**src/rtl/dexie_trace_sink.sv**
```systemverilog
// DExIE trace sink: merges CF and gated store events into one record FIFO,
// presents them downstream and back-pressures the core.
module dexie_trace_sink #(
   parameter int FIFO_DEPTH   = 16,
   parameter int STALL_MARGIN = 4,
   parameter bit GATE_STORES  = 1'b1
) (
   input  logic        clk,
   input  logic        rst,
   input  logic        cf_valid,
   input  logic [31:0] cf_cur_pc,
   input  logic [31:0] cf_cur_instruction,
   input  logic [31:0] cf_next_pc,
   input  logic [31:0] df_mem_pc,
   input  logic        df_mem_store,
   input  logic [31:0] df_mem_addr,
   input  logic [31:0] df_mem_storedata,
   input  logic        df_mem_stalling,
   output logic        stall,
   output logic        df_mem_stallOnStore,
   output logic        df_mem_continueStore,
   output logic        out_valid,
   input  logic        out_ready,
   output logic [1:0]  out_kind,
   output logic [31:0] out_pc,
   output logic [31:0] out_a,
   output logic [31:0] out_b,
   output logic        overflow
);

   localparam int AW = $clog2(FIFO_DEPTH);
   localparam int CW = AW + 1;
   localparam logic [CW-1:0] DEPTH_C  = CW'(FIFO_DEPTH);
   localparam logic [CW-1:0] MARGIN_C = CW'(STALL_MARGIN);

   typedef enum logic [1:0] {
      S_IDLE,
      S_WAIT,
      S_RELEASE,
      S_DRAIN
   } state_t;

   state_t          state;
   logic [97:0]     mem [FIFO_DEPTH];
   logic [AW-1:0]   wptr;
   logic [AW-1:0]   rptr;
   logic [AW-1:0]   slot;
   logic [CW-1:0]   count;
   logic [CW-1:0]   count_next;
   logic [97:0]     head;
   logic [97:0]     wr_data;
   logic            full;
   logic            pop;
   logic            cf_wr;
   logic            st_wr;
   logic            wr;

   assign df_mem_stallOnStore = GATE_STORES;

   assign full      = (count == DEPTH_C);
   assign out_valid = (count != '0);
   assign pop       = out_valid && out_ready;

   // a full FIFO still accepts a write when the head leaves this cycle
   assign cf_wr = cf_valid && (!full || pop);
   assign st_wr = GATE_STORES && (state == S_IDLE) && !cf_valid &&
                  df_mem_store && df_mem_stalling && (!full || pop);
   assign wr    = cf_wr || st_wr;

   assign wr_data = cf_wr ?
      {2'b01, cf_cur_pc, cf_next_pc, cf_cur_instruction} :
      {2'b10, df_mem_pc, df_mem_addr, df_mem_storedata};

   assign head     = out_valid ? mem[rptr] : '0;
   assign out_kind = head[97:96];
   assign out_pc   = head[95:64];
   assign out_a    = head[63:32];
   assign out_b    = head[31:0];

   always_comb begin
      count_next = count;
      if (wr && !pop)
         count_next = count + CW'(1);
      else if (!wr && pop)
         count_next = count - CW'(1);
   end

   always_ff @(posedge clk) begin
      if (wr)
         mem[wptr] <= wr_data;
   end

   always_ff @(posedge clk or negedge rst) begin
      if (!rst) begin
         wptr     <= '0;
         rptr     <= '0;
         count    <= '0;
         stall    <= 1'b0;
         overflow <= 1'b0;
      end else begin
         if (wr)
            wptr <= wptr + AW'(1);
         if (pop)
            rptr <= rptr + AW'(1);
         count <= count_next;
         stall <= ((DEPTH_C - count_next) <= MARGIN_C);
         if (cf_valid && full && !pop)
            overflow <= 1'b1;
      end
   end

   always_ff @(posedge clk or negedge rst) begin
      if (!rst) begin
         state                <= S_IDLE;
         slot                 <= '0;
         df_mem_continueStore <= 1'b0;
      end else begin
         df_mem_continueStore <= 1'b0;
         unique case (state)
            S_IDLE: begin
               if (st_wr) begin
                  state <= S_WAIT;
                  slot  <= wptr;
               end
            end
            S_WAIT: begin
               if (pop && (rptr == slot)) begin
                  state                <= S_RELEASE;
                  df_mem_continueStore <= 1'b1;
               end
            end
            S_RELEASE: state <= S_DRAIN;
            S_DRAIN: begin
               if (!df_mem_stalling)
                  state <= S_IDLE;
            end
            default: state <= S_IDLE;
         endcase
      end
   end

endmodule
```
**config.mk**
```make
export PLATFORM = sky130hd
export DESIGN_NAME = dexie_trace_sink
export DESIGN_NICKNAME = d
export VERILOG_FILES = /design/src/rtl/dexie_trace_sink.sv
export SDC_FILE = /design/constraint.sdc
export NUM_CORES = 2
export LEC_CHECK = 0
export CORE_MARGIN = 2
export CORE_UTILIZATION = 45
export DETAILED_ROUTE_END_ITERATION = 7
export GPL_TIMING_DRIVEN = 1
export PLACE_DENSITY = 0.66
export SLEW_MARGIN = 20
export SYNTH_ARGS = -nofsm -noshare
export SYNTH_HDL_FRONTEND = slang
export SYNTH_SLANG_ARGS = --single-unit
```
**constraint.sdc**
```tcl
create_clock -name clk -period 10.3 [get_ports clk]
set_input_delay 2.06 -clock clk [delete_from_list [all_inputs] [get_ports clk]]
set_output_delay 2.06 -clock clk [all_outputs]
set_load 0.01 [all_outputs]
```
== Yosys cells after proc, flatten, opt, wreduce, memory -nomap -nowiden ==
Memory sizes are Yosys's and may differ from the RTL's.
Cells that the tools add are included.

* Flip-flop bits (word level): 22
* RAM bits: 1568
* Output and inout port bits: 103
* Logic and storage cells: 56
* Memories: 1

* Add/sub/neg operators: 5
* Magnitude comparators: 1
* Equality and inequality tests: 8
* Muxes and demuxes: 12
* Reduce and logical (&&, ||, !) cells: 21

{| class="wikitable"
|+ Memories
! memory !! depth !! width !! rd ports !! clocked after memory_dff !! wr ports !! RTL line !! source
|-
| mem || 16 || 98 || 1 || 0 || 1 || 44 || <nowiki>logic [97:0] mem [FIFO_DEPTH];</nowiki>
|}

{| class="wikitable"
|+ Operators with widths
! kind !! number
|-
| $mux W98 || 2
|-
| $logic_and A1 B1 Y1 || 11
|-
| $mux W5 || 2
|-
| $add A4 B1 Y4 const B || 2
|-
| $pmux W2 S4 || 1
|-
| $mux W2 || 3
|-
| $ne A2 B2 Y1 const B || 3
|-
| $add A5 B1 Y5 const B || 1
|-
| $eq A5 B5 Y1 const B || 1
|-
| $le A5 B3 Y1 const B || 1
|-
| $reduce_bool A5 Y1 || 1
|-
| $sub A5 B1 Y5 const B || 1
|-
| $sub A5 B5 Y5 const A || 1
|-
| $eq A2 B2 Y1 const B || 2
|-
| $eq A4 B4 Y1 || 1
|-
| $logic_not A1 Y1 || 4
|-
| $mux W1 || 4
|-
| $reduce_and A3 Y1 || 1
|-
| $eq A2 B1 Y1 const B || 1
|-
| $logic_not A2 Y1 || 1
|-
| $logic_or A1 B1 Y1 || 2
|-
| $reduce_and A2 Y1 || 1
|}

== Depth between registers and ports, before layout ==
* Depth after elaboration: 12
* Depth in mapped cells: 10

== Least setup slack after synthesis ==
No wires, ideal clock.

* Path kind: input to register
* From: in df_mem_stalling
* To: mem mem[4][0], enable pin
* Library setup time: 0.468 ns
* Data arrival time: 5.369 ns
* Required time: 9.832 ns
* Slack: 4.462 ns
* Cell stages on the path: 6
* Cell sequence: a31oi_1 a41oi_1 clkbuf_1 nand2_1 nor2_1 and2_1

* Longest elaborated chain between the ends: 5

{| class="wikitable"
|+ RTL lines
! what !! RTL line !! source
|-
| start, declared || 18 || <nowiki>input logic df_mem_stalling,</nowiki>
|-
| $logic_and A1 B1 Y1 (2 in series) || 67 || <nowiki>df_mem_store && df_mem_stalling && (!full || pop);</nowiki>
|-
| $logic_or A1 B1 Y1 || 68 || <nowiki>assign wr = cf_wr || st_wr;</nowiki>
|-
| $mux W1 || 89 || <nowiki>if (wr)</nowiki>
|-
| $mux W1 (not written as such) || 90 || <nowiki>mem[wptr] <= wr_data;</nowiki>
|-
| end, declared || 44 ||
|}

No other way between the ends.

== Final worst setup path ==
* From: reg rptr[0]
* To: out out_a[2]

* Longest elaborated chain between the ends: 2

{| class="wikitable"
|+ RTL lines
! what !! RTL line !! source
|-
| start, declared || 46 || <nowiki>logic [AW-1:0] rptr;</nowiki>
|-
| start signal, assigned || 104 || <nowiki>rptr <= rptr + AW'(1);</nowiki>
|-
| $mem_v2 Z16 W98 || n/a ||
|-
| $mux W98 || 74 || <nowiki>assign head = out_valid ? mem[rptr] : '0;</nowiki>
|-
| end, declared || 26 || <nowiki>output logic [31:0] out_a,</nowiki>
|}

No other way between the ends.

==> metrics.txt <==
top cell type's share of synthesized area 76.06%; most instantiated cells after synthesis edfxtp_1, mux4_2, nand2_1, and2_1, clkbuf_1; largest net degree at the start of global routing 175; remaining global-route overflow 0; dpl hpwl 74330 µm; GP Congestion 0.7252; CTS Hold Buffers Added 0; async set-reset flop share out of synthesis 1.384%; H-tree depth 4; PwrDens 283.0 mW/mm²; Vias 29020; WS Path Type reg -> out; First-pass DRT Iterations 6; critical path peak fanout 49; count leader, synth edfxtp_1; Setup TNS 0 ns; Cell Area, Placed 0.06695 mm²; Yosys cell types 46; CTS Buf Count 160; Final period util 64.55%; status complete, no violations; P&R area growth vs syn 16.59%; share of cells above drive strength 1 24.66%; fin cells 5010; diode count 0; CP required 8.24 ns; Die W 374.9 µm; Initial Util 45.19%; clk sinks 1590; P_leak 23.05 nW; CP dominant cell by count mux4_2; WL final 145200 µm; Slew HR 13.45%; Worst Path Arrival 4.59 ns; area leader, netlist edfxtp_1; fin area 0.07217 mm²; Die Y 374.9 µm; # port buffers 299; core area 0.1370 mm²; RSZ-0062 raised after global routing no; clk_skew 0.01991 ns; CTS tree done; number of global-route vias before repair 30650; Iter 0 DRT Violations 3191; Clock Root Buffer clkbuf_16; worst slew pin tran 1.298 ns; setup repair bufs after CTS 0; Worst Path Buf+Inv 3; clk buf depth 3; startpoint types register; VDD IR-drop max 0.0002138 V; drt drc 0; CTS resizes 0; vias per inst 5.793; Hold Path Class reg -> reg; Max-Cap Viols 0; worst-path cell chain buf_16, buf_4, mux4_2, mux4_2, and2_1, clkdlybuf4s50_1; GRT Total Usage 20.91%; # IOs 301; WL/cell 28.97 µm; Slew Viols, Final 0; Worst path max stage delay 0.80 ns; achievable frequency 150.4 MHz; setup violators final 0; Clock transition at path regs 0.06 ns; row cnt 136; Worst setup EP type primary output; Final min period 6.649 ns; Post-Synthesis Cells 2721; cell family with most CP delay buffers and inverters; Detail Route Antenna Nets 0; initial antenna violation count 5; FILL cells 10320; first-pass GRT wire length 211700 µm; Seq/Total Area, Yosys 76.95%; Final nets 3296; Inst Count DP 4716; Synth area leaders edfxtp_1, mux4_2, nand2_1; Skew-Pair Late Insertion Delay 0.79 ns; ys flop type edfxtp_1; number of synthesized flops with an enable pin 1568; Synth Cell Area 0.06190 mm²; die area 0.1405 mm²; Final Hold Viols 0; syn avg cell area 22.75 µm²; #FFs+latches synth 1590; yosys synthesis warning count 0; Post-Syn Nets 2932; CP max stage cell dfrtp_4
## metrics by stage
stage,power (mW),setup slack (ns),hold WS [ns],utilization (%)
CTS,20.67,3.209,0.4841,52.67
global placement,14.78,4.158,0.4411,48.87
finish,20.43,3.651,0.4812,52.69
detailed placement,14.92,4.082,0.4720,48.87
floorplan,12.43,4.462,0.4932,-
global route,21.27,3.340,0.5117,52.69
## placed cells by master (no fill, tap or decap), types with 9 or more instances in the layout
master / count
clkdlybuf4s50_1: 298
edfxtp_1: 1568
clkbuf_1: 34
and2_1: 98
and2_4: 9
mux4_2: 490
bufinv_16: 17
buf_4: 43
dfrtp_1: 18
clkinv_1: 38
nand2_1: 300
clkbuf_16: 160
ha_1: 13
clkinv_2: 23
## flip-flops by register name, indices dropped and copies added, names as in the netlist
| name | count |
|---|---|
| mem | 1568 |
| count | 5 |
| rptr | 4 |
| slot | 4 |
| wptr | 4 |
| state | 2 |
| df_mem_continueStore | 1 |
| overflow | 1 |
| stall | 1 |
## cell families after synthesis
logic type | synth area share [%]
buffers and inverters | 1.184
adders and majority gates | 0.2628
and+or+nand+nor | 3.228
xor gates and xnor gates | 0.2426
other | 0.006058
DFF | 76.95
muxes | 17.95
AOI/OAI and AO/OA | 0.1718
## report_power, final
group	switching (mW)	internal, mW
clock	2.44	3.31
combinational	3.13	3.25
sequential	0.320	7.98
## final timing paths
check                                     start              endpoint  slack, ns  cells after the start
setup / recovery            rptr[0]$_DFFE_PN0P_              out_a[2]       3.65                      6
min in group asynchronous                   rst  overflow$_DFFE_PN0P_       1.26                      1
hold / removal             overflow$_DFFE_PN0P_  overflow$_DFFE_PN0P_       0.48                      1
max in group asynchronous                   rst   rptr[0]$_DFFE_PN0P_       8.62                      1
hold reg to reg            overflow$_DFFE_PN0P_  overflow$_DFFE_PN0P_       0.48                      1
setup reg to reg           state[0]$_DFFE_PN0P_  mem[9][22]$_DFFE_PP_       6.20                      8
## metal layers
layer	vias to the layer above	share of wire [%]	global-route usage, %
met2	1074	49	33.98
met3	187	6.7	3.692
li1	12070	-	-
met4	0	1.8	5.189
met1	15700	42	29.67
met5	-	0	0
## layout make-up
cell class | instances | area (µm²) | share of cell area, %
clock buffers | 194 | 4131 | 5.724
multi-input cells | 975 | 13590 | 18.83
well taps | 1794 | 2245 | 3.110
clock inverters | 99 | 1070 | 1.482
repair buffers | 349 | 3450 | 4.780
inverters | 9 | 36.28 | 0.05027
flip-flops and latches | 1590 | 47650 | 66.02
(Power assumes the default switching activity.)
